**config.mk**
```make
export PLATFORM = sky130hd
export DESIGN_NAME = binary_th_ctl
export DESIGN_NICKNAME = d
export VERILOG_FILES = /design/src/rtl/binary_th_ctl.sv
export SDC_FILE = /design/constraint.sdc
export NUM_CORES = 1
export LEC_CHECK = 0
export ABC_AREA = 0
export CAP_MARGIN = 30
export CORE_MARGIN = 2
export CORE_UTILIZATION = 25
export CTS_CLUSTER_SIZE = 10
export DETAILED_ROUTE_END_ITERATION = 12
export GPL_ROUTABILITY_DRIVEN = 1
export HOLD_SLACK_MARGIN = 0.08
export SYNTH_ARGS = -nofsm -noshare
export SYNTH_HDL_FRONTEND = slang
export SYNTH_SLANG_ARGS = --single-unit
```
**constraint.sdc**
```tcl
create_clock -name clk -period 6 [get_ports clk]
set_clock_uncertainty 0.05 [all_clocks]
set_input_delay 1.2 -clock clk [delete_from_list [all_inputs] [get_ports clk]]
set_output_delay 1.2 -clock clk [all_outputs]
set_load 0.05 [all_outputs]
```
**src/rtl/binary_th_ctl.sv**
```systemverilog
// binary_th_ctl: per-frame mean-luma threshold controller with serial restoring divider.
// Optional hysteresis on threshold writes is enabled by defining BIN_TH_HYST_EN.
module binary_th_ctl #(
    parameter int          ACC_W      = 32,
    parameter int          CNT_W      = 24,
    parameter logic [7:0]  DEFAULT_TH = 8'd128,
    parameter logic [7:0]  HYST       = 8'd4
) (
    input  logic       clk,
    input  logic       rst,
    input  logic [7:0] in_y,
    input  logic       in_vsync,
    input  logic       in_en,
    input  logic       manual_sel,
    input  logic [7:0] manual_th,
    output logic [7:0] threshold,
    output logic [7:0] frame_mean,
    output logic       th_valid,
    output logic       busy,
    output logic       overrun
);
    typedef enum logic [1:0] {IDLE, DIV, UPD} state_t;
    localparam int CYC_W = $clog2(ACC_W);

    state_t           state_q;
    logic             vs_q, fe;
    logic [ACC_W-1:0] acc_q, acc_d, num_q, num_d, den_q, rem_q, rem_d;
    logic [ACC_W:0]   acc_sum, rem_sh, rem_sub;
    logic [CNT_W-1:0] cnt_q, cnt_d;
    logic [CYC_W-1:0] cyc_q;
    logic [7:0]       th_q, mean_q, mean_d, diff;
    logic             th_valid_q, busy_q, overrun_q, ge, wr_th;

    assign fe = ~in_vsync & vs_q;

    // Saturating accumulation; the pixel in the frame-end cycle opens the new frame.
    assign acc_sum = {1'b0, acc_q} + (ACC_W+1)'(in_y);
    assign acc_d = fe ? (in_en ? ACC_W'(in_y) : '0)
                      : in_en ? (acc_sum[ACC_W] ? '1 : acc_sum[ACC_W-1:0]) : acc_q;
    assign cnt_d = fe ? (in_en ? CNT_W'(1) : '0)
                      : in_en ? (&cnt_q ? cnt_q : cnt_q + 1'b1) : cnt_q;

    // One restoring step: numerator shifts out MSB first, quotient bits shift in.
    assign rem_sh  = {rem_q, num_q[ACC_W-1]};
    assign rem_sub = rem_sh - {1'b0, den_q};
    assign ge      = rem_sh >= {1'b0, den_q};
    assign rem_d   = ge ? rem_sub[ACC_W-1:0] : rem_sh[ACC_W-1:0];
    assign num_d   = {num_q[ACC_W-2:0], ge};
    assign mean_d  = |num_d[ACC_W-1:8] ? 8'hff : num_d[7:0];
    assign diff    = mean_d >= th_q ? mean_d - th_q : th_q - mean_d;

`ifdef BIN_TH_HYST_EN
    assign wr_th = diff >= HYST;
`else
    logic unused_hyst;
    assign unused_hyst = ^{HYST, diff};
    assign wr_th = 1'b1;
`endif

    always_ff @(posedge clk) begin
        if (rst) begin
            state_q    <= IDLE;
            vs_q       <= 1'b0;
            acc_q      <= '0;
            cnt_q      <= '0;
            num_q      <= '0;
            den_q      <= '0;
            rem_q      <= '0;
            cyc_q      <= '0;
            th_q       <= DEFAULT_TH;
            mean_q     <= 8'd0;
            th_valid_q <= 1'b0;
            busy_q     <= 1'b0;
            overrun_q  <= 1'b0;
        end else begin
            vs_q       <= in_vsync;
            acc_q      <= acc_d;
            cnt_q      <= cnt_d;
            th_valid_q <= 1'b0;
            if (fe && state_q != IDLE)
                overrun_q <= 1'b1;
            case (state_q)
                IDLE: if (fe) begin
                    // An empty frame keeps both mean and threshold as they are.
                    if (cnt_q == '0) begin
                        state_q    <= UPD;
                        th_valid_q <= 1'b1;
                    end else begin
                        state_q <= DIV;
                        busy_q  <= 1'b1;
                        num_q   <= acc_q;
                        den_q   <= ACC_W'(cnt_q);
                        rem_q   <= '0;
                        cyc_q   <= '0;
                    end
                end
                DIV: begin
                    num_q <= num_d;
                    rem_q <= rem_d;
                    cyc_q <= cyc_q + 1'b1;
                    if (cyc_q == CYC_W'(ACC_W-1)) begin
                        state_q    <= UPD;
                        busy_q     <= 1'b0;
                        th_valid_q <= 1'b1;
                        mean_q     <= mean_d;
                        if (!manual_sel && wr_th)
                            th_q <= mean_d;
                    end
                end
                default: state_q <= IDLE;
            endcase
            if (manual_sel)
                th_q <= manual_th;
        end
    end

    assign threshold  = th_q;
    assign frame_mean = mean_q;
    assign th_valid   = th_valid_q;
    assign busy       = busy_q;
    assign overrun    = overrun_q;
endmodule
```
After elaboration in Yosys (flattened, before gate mapping). Index checks and enable logic that the tools add are counted.

Reductions and logical operators: 17. Shifts and indexed selects: 0. Multiplexer cells: 34. $add $sub $neg: 4. $lt $le $gt $ge: 1. Equal/unequal tests: 6. Bitwise gates (word level): 3. Multiply operators: 0. Divide/modulo/power cells: 0.

Operators by type and width (count): 32-bit 2-to-1 mux (8); 32-bit case mux with 2 select lines (2); 24-bit 2-to-1 mux (3); 8-bit 2-to-1 mux (5); 32-bit by 8-bit adder with 33-bit output (1); 33-bit by 24-bit greater-or-equal comparator with 1-bit output (1); 32-bit by 24-bit subtractor with 32-bit output (1); 24-bit by 1-bit adder with 24-bit output, second input constant (1); 24-bit zero test (1); 24-bit AND reduction (1); 24-bit OR reduction (1); 5-bit 2-to-1 mux (2); 5-bit case mux with 2 select lines (1); 2-bit nonzero test (5); 2-bit inequality test, second input constant (4); 2-bit AND reduction (4); 1-bit 2-to-1 mux (7); 2-bit 2-to-1 mux (3); 3-bit AND reduction (2); 5-bit by 1-bit adder with 5-bit output, second input constant (1); 5-bit == test, second input constant (1); 1-bit case mux with 2 select lines (2); 2-bit case mux with 2 select lines (1); 4-bit AND reduction (1); 5 further kinds (6).

Output and inout bits: 19. Memories: 0. Memory bits (writable): 0. Latch bits: 0. Input port bits: 21. Logic and storage cells: 78. Register bits after elaboration: 171. Memory bits (read-only): 0.

Logic depth before layout (Yosys ltp).
Word-level depth: 5. Mapped depth: 13.

Worst setup path before layout. OpenSTA, ideal clock, no wires.

Path kind: input port to flip-flop. From: in in_y[0]. To: reg acc_q[13]. Slack: 2.348 ns. Setup time: 0.134 ns. Path buffers: 1. Cell stages on the path: 11. Data required time: 5.816 ns. Arrival time: 3.468 ns. Cell sequence: ha_1 > fa_1 > a21o_1 > a21oi_1 > o21ai_1 > a2111o_1 > and4_1 > buf_2 > a31o_2 > a21oi_1 > a211oi_1.

Cells in the longest elaborated chain, start to end: 4.

Ends and longest elaborated chain: start, declared (line 11) `input logic [7:0] in_y,`; 32-bit by 8-bit adder with 33-bit output (line 37) `assign acc_sum = {1'b0, acc_q} + (ACC_W+1)'(in_y);`; 32-bit 2-to-1 mux (2 in a row) (line 39) `: in_en ? (acc_sum[ACC_W] ? '1 : acc_sum[ACC_W-1:0]) : acc_q;`; 32-bit 2-to-1 mux (line 38) `assign acc_d = fe ? (in_en ? ACC_W'(in_y) : '0)`; end signal, assigned (line 64) `acc_q <= '0;`; end signal, assigned (line 77) `acc_q <= acc_d;`; end, declared (line 27) `logic [ACC_W-1:0] acc_q, acc_d, num_q, num_d, den_q, rem_q, rem_d;`.

Every way passes these cells. The select of a mux whose other input is x is not followed. A chain may end at the register's enable or synchronous reset.

Final worst setup path.
From: in in_y[0]. To: reg acc_q[11].

The elaborated chain is that of the path after synthesis.

==> impl_metrics.env <==
export IMPL_synth_ff_type="dfxtp_1"
export IMPL_start_util=0.255
export IMPL_grt_pass1_wl_mm=38.0
export IMPL_tightestPinTransition_ns=0.888
export IMPL_fin_crit_ns=3.92
export IMPL_hpwlAfterDp_mm=16.1
export IMPL_tns_ns=0
export IMPL_worst_hold_slack_ns=0.411
export IMPL_fin_cells=1616
export IMPL_r2r_setup_slack_ns=2.86
export IMPL_final_cell_mix="171 x dfxtp_1, 167 x nor2_1, 126 x nand2_1"
export IMPL_finalSetupViolCount=0
export IMPL_startpoint_type="input pin"
export IMPL_place_gp_congestion=0.815
export IMPL_synth_avg_cell_area_sq_um=7.99
export IMPL_synth_top_area_frac=0.377
export IMPL_finalCritPeriodShare=0.653
export IMPL_syn_instance_count=1136
export IMPL_rsz0062_at_grt="false"
export IMPL_finalWirelength_mm=22.7
export IMPL_drt_iter0_markers=421
export IMPL_vias=7971
export IMPL_async_reset_ff_frac=0
export IMPL_powerDensity_nw_per_um2=243
export IMPL_fin_nets=1201
export IMPL_drcViolationCount=0
export IMPL_slew_viol_final=0
export IMPL_drtPass1Iterations=7
export IMPL_outcome="completed"
export IMPL_n_antenna_cell=0
export IMPL_post_cts_buffers=0
export IMPL_vdd_drop_max_mv=0.198
export IMPL_hold_violations=0
export IMPL_antenna_left=0
export IMPL_wl_per_cell_um=14.0
export IMPL_yosys_area_top_type="dfxtp_1"
export IMPL_port_buffer_count=39
export IMPL_ctsHoldBuffers=0
export IMPL_io_pins=40
export IMPL_crit_type="in2reg"
export IMPL_rows=69
export IMPL_finish_instance_area_sq_um=10500
export IMPL_cp_slowest_cell="a2111o_1"
export IMPL_grt_pass1_vias=7631
export IMPL_areaGrowthSynthToFinish_pct=15.4
export IMPL_crit_fanout=10
export IMPL_fp_coreArea_sq_um=35700
export IMPL_syn_num_nets=1195
export IMPL_die_w_um=195
export IMPL_via_per_inst=4.93
export IMPL_maxSlewHeadroom=0.407
export IMPL_placed_cell_area_sq_um=9850
export IMPL_synth_area_top_cells="dfxtp_1 38%, nor2_1 7.0%, nand2_1 5.2%, ha_1 5.0%, a21oi_1 4.5%"
export IMPL_cts_tree="yes"
export IMPL_synth_edf_count=0
export IMPL_cts_resized=0
export IMPL_mostFrequentLayoutCell="dfxtp_1"
export IMPL_synth_warnings=0
export IMPL_cp_required_ns=6.26
export IMPL_dieHeight_um=195
export IMPL_p_leak_nw=3.84
export IMPL_crit_chain="clkdlybuf4s50_1, ha_1, fa_1, a21o_1, a21oi_1, o21ai_1, a2111o_1, nand4_1, nand2_1, nor2_1, a211oi_1"
export IMPL_antenna_found_initial=1
export IMPL_clockRootBuffer="clkbuf_16"
export IMPL_track_usage=0.121
export IMPL_clk_latency_ns=0.44
export IMPL_place_inst=1583
export IMPL_grt_max_degree=67
export IMPL_dieArea_sq_um=37800
export IMPL_drive_above_1_share=0.0597
export IMPL_cts_htree_levels=4
export IMPL_ys_seq_area_frac=0.377
export IMPL_overflow=0
export IMPL_max_cap_violations=0
export IMPL_max_freq_mhz=255
export IMPL_clock_path_buffers=2
export IMPL_crit_family="compound AO/OA/AOI/OAI gates"
export IMPL_end_kind="flip-flop"
export IMPL_worstPathArrival_ns=4.18
export IMPL_yosysUniqueCellTypes=77
export IMPL_path_buf_inv=1
export IMPL_cts_buffers_inserted=17
export IMPL_cp_slowest_stage_delay_ns=0.49
export IMPL_clkTransAtPathRegs_ns=0.07
export IMPL_min_path_type="reg2reg"
export IMPL_clock_sinks=171
export IMPL_syn_area_sq_um=9080
export IMPL_ys_ff_latch=171
## synth_stat cells (all sizes together) (3+ instances only)
library cell  count
buf              20
and2              7
nand3            23
a32oi             6
xor2             18
a211oi            6
a41oi             4
xnor2            31
nor2            170
nor4             14
nand2b            6
a21oi            82
nor3             46
a31oi             7
inv              46
o221ai            3
a221oi            5
nor4bb            3
nor2b             8
mux2i            26
dfxtp           171
o21ai            70
o31ai             6
or2               4
o21bai            3
ha               36
and4             10
nand2           126
and3             12
a21o             18
clkbuf           42
o211a             3
nand4            15
a311oi           39
or3              14
o31a              3
## path summary, 6_finish.rpt
path / start / to / depth (start not counted)
setup / recovery: in_y[0] / acc_q[11] / 11
hold / removal: overrun / overrun / 2
setup reg to reg: den_q[20] / threshold[0] / 11
hold reg to reg: overrun / overrun / 2
## per-layer routing
metal	part of all wire	vias up	track usage
met5	0.00057	-	0
li1	-	4069	-
met1	0.50	3703	0.162
met2	0.43	163	0.188
met3	0.042	34	0.0253
met4	0.029	2	0.0561
## metrics by stage
step	power (W)	util	worst slack, ns
detailed placement	0.00144	0.276	1.61
finish	0.00255	0.294	2.08
CTS	0.00257	0.293	2.06
global placement	0.00144	0.276	1.72
global route	0.00265	0.294	1.90
floorplan	0.00137	-	2.35
## report_power, final
| part | leakage, nW | internal, W | switching (W) |
|---|---|---|---|
| Combinational | 2.17 | 0.0000896 | 0.000141 |
| Sequential | 1.38 | 0.00116 | 0.0000265 |
| Clock | 0.281 | 0.000631 | 0.000499 |
## layout make-up
class                           count  area (sq um)
Clock buffer                       18           439
Sequential cell                   171          3420
Multi-Input combinational cell    855          5210
Inverter                           46           173
Tap cell                          461           577
Timing Repair Buffer               51           498
Clock inverter                     14           159
Fill cell                        3762         25200
## sequential cells by signal, summed over array words and instances (netlist names), 5 cells and up
signal,flops
rem_q,32
frame_mean,8
cnt_q,24
acc_q,32
threshold,8
cyc_q,5
den_q,24
num_q,32
## cells by family after synthesis
logic type / count (synthesis) / synth area share
buf+inv: 110 / 0.0510
simple gates: 464 / 0.241
xor+xnor: 49 / 0.0473
fa+ha+maj: 38 / 0.0540
mux: 27 / 0.0299
flops: 171 / 0.377
compound gates: 277 / 0.200
## worst reg2reg max path: stages (launching register included)
cell,delay [ns]
dfxtp_1,0.33
inv_1,0.06
ha_1,0.41
a21oi_1,0.25
o21ai_0,0.14
a2111oi_0,0.56
o211a_1,0.37
buf_16,0.21
buf_4,0.25
nor2b_1,0.20
or3_1,0.13
a21oi_1,0.06
Power figures use the tool's default switching activity.
==> patch, RTL diff (same settings) <==
The option `BIN_TH_HYST_EN` is turned on by a define.
--- a/src/rtl/binary_th_ctl.sv
+++ b/src/rtl/binary_th_ctl.sv
@@ -1,4 +1,6 @@
 // binary_th_ctl: per-frame mean-luma threshold controller with serial restoring divider.
 // Optional hysteresis on threshold writes is enabled by defining BIN_TH_HYST_EN.
+`define BIN_TH_HYST_EN
+
 module binary_th_ctl #(
     parameter int          ACC_W      = 32,
Function: no difference found for any inputs over 4 cycles, from zero or initial values and one cycle with rst high; that may be too few to reach the edited logic, so the function may still have changed.
==> patch against the unedited design <==
- worst setup slack lost 1.1 ns
- cell count increased by 12%
- critical path depth up 11
- final area grew 8.4%
- non-clock buffer count stayed put
- via count increased by 12%
- synthesized area increased by 9.6%
- routed wire length up 13%
- sequential cell count did not move
- critical endpoint is now threshold[4]
- largest cell class unchanged
Power is not compared: it rests on default switching activity, and its combinational part moved more than twofold at a synthesized area within 25%.
==> patch: results (changes against the unedited design) <==
Critical-path top delay cell=o211a_1; met3 routed WL=963 µm (+0.63%); Tot GR Track Use=12.6% (+0.49 points); Root Driver=clkbuf_16; # H-tree levels=4 (unchanged); leakage power=4.30 nW; slowest stage delay, CP=roughly 0.50 ns; M3 GR Usage=2.41% (-0.12 points); Worst VDD drop=191 µV; antenna violations before repair=1 (unchanged); top cells by area, synth=dfxtp_1 (34%), ha_1 (6.4%), a21oi_1 (5.9%); Detailed Routing Iterations Pass 1=5 (-2); post-synthesis async set-or-reset flop share=0% (unchanged); final net count=1340 (+12%); Post-synth top cells=dfxtp_1 (171), nand2_1 (139), a21oi_1 (117); share of cells above drive strength 1=5.87% (-0.10 points); most common flop cell mapped by yosys=dfxtp_1; Detail Placement HPWL=18200 µm (+13%); GRT met2 Usage=19.8% (+1.0 points); number of global-route vias before repair=8413 (+10%); number of synthesized flops with an enable pin=0 (unchanged); # fillers=4285 (+14%); share of the yosys chip area belonging to registers=34.4% (-3.3 points); CP max FO=15 (+5); min-delay src=rem_q[31]; DR iter-0 viols=629 (+49%); wire length on met2=11400 µm (+17%); status=finished, final reports clean; GR Layer Usage met1=17.3% (+1.1 points); Worst Tran Pin Value=0.976 ns (+0.0878 ns); first-pass GRT wire length=43100 µm (+13%); Largest regs=acc_q (32), num_q (32), rem_q (32); met1 wire length=12700 µm (+13%); clock latency on the worst-skew pair=0.44 ns (about the same); Max Used Layer=met5; Vias=8951 (+12%); total CTS buffers=17 (unchanged); setup TNS=0 ns (unchanged); GP Congestion=0.875 (+7.5%); Worst EP arrival=5.21 ns (+1.03 ns); clock tree buffer depth=2 (unchanged); CP startpoint=den_q[3]; Cell variety after synth=77 (unchanged); synth warn=0 (unchanged); WL/cell=14.2 µm (+1.0%); antenna cell count=0 (unchanged); largest net degree at the start of global routing=77 (+15%)
[patch: area by class of cell]
| cell class | count | share of cell area (%) |
|---|---|---|
| inverters | 103 | 3.41 |
| clock inverters | 13 | 1.16 |
| multi-input cells | 920 | 51.1 |
| flip-flops and latches | 171 | 30.2 |
| repair buffers | 51 | 4.45 |
| well taps | 525 | 5.79 |
| clock buffers | 19 | 3.90 |
[patch: where the power goes]
part | total (mW) | switching, mW | internal [mW]
Combinational | 0.524 | 0.323 | 0.201
Clock | 1.10 | 0.508 | 0.595
Sequential | 1.19 | 0.0248 | 1.16
Total | 2.81 | 0.856 | 1.96
[patch: kinds of logic (layout without fill, tap and decap cells)]
kind of cell,after synthesis,in the layout,synth area share (%)
AOI/OAI and AO/OA,375,375,24.6
muxes,12,12,1.21
and+or+nand+nor,420,420,20.2
buffers and inverters,176,186,7.26
adders and majority gates,55,55,7.22
DFF,171,171,34.4
xor gates and xnor gates,58,58,5.11
[patch: tightest hold or removal path: cells and delay by family, from the launching register on]
kind / cells / cell delay, ns
AO/OA/AOI/OAI: 1 / 0.05
AND/OR/NAND/NOR: 1 / 0.05
flip-flops: 1 / 0.31
[patch: worst paths after layout]
kind | endpoint | slack [ns]
setup / recovery | threshold[4] | 1.02
setup reg to reg | threshold[4] | 1.02
hold / removal | rem_q[31] | 0.40
hold reg to reg | rem_q[31] | 0.40
[patch: stage by stage]
stage	cells	util [%]	instance area, µm²	setup slack, ns	power, mW
after global routing	1802	28.8	11400	0.635	2.95
final	1802	28.8	11400	1.02	2.81
after floorplan	1267	-	9940	1.52	1.61
after global placement	1768	27.2	10700	1.21	1.72
after detailed placement	1770	27.3	10800	1.10	1.73
after CTS	1802	28.8	11400	1.09	2.84
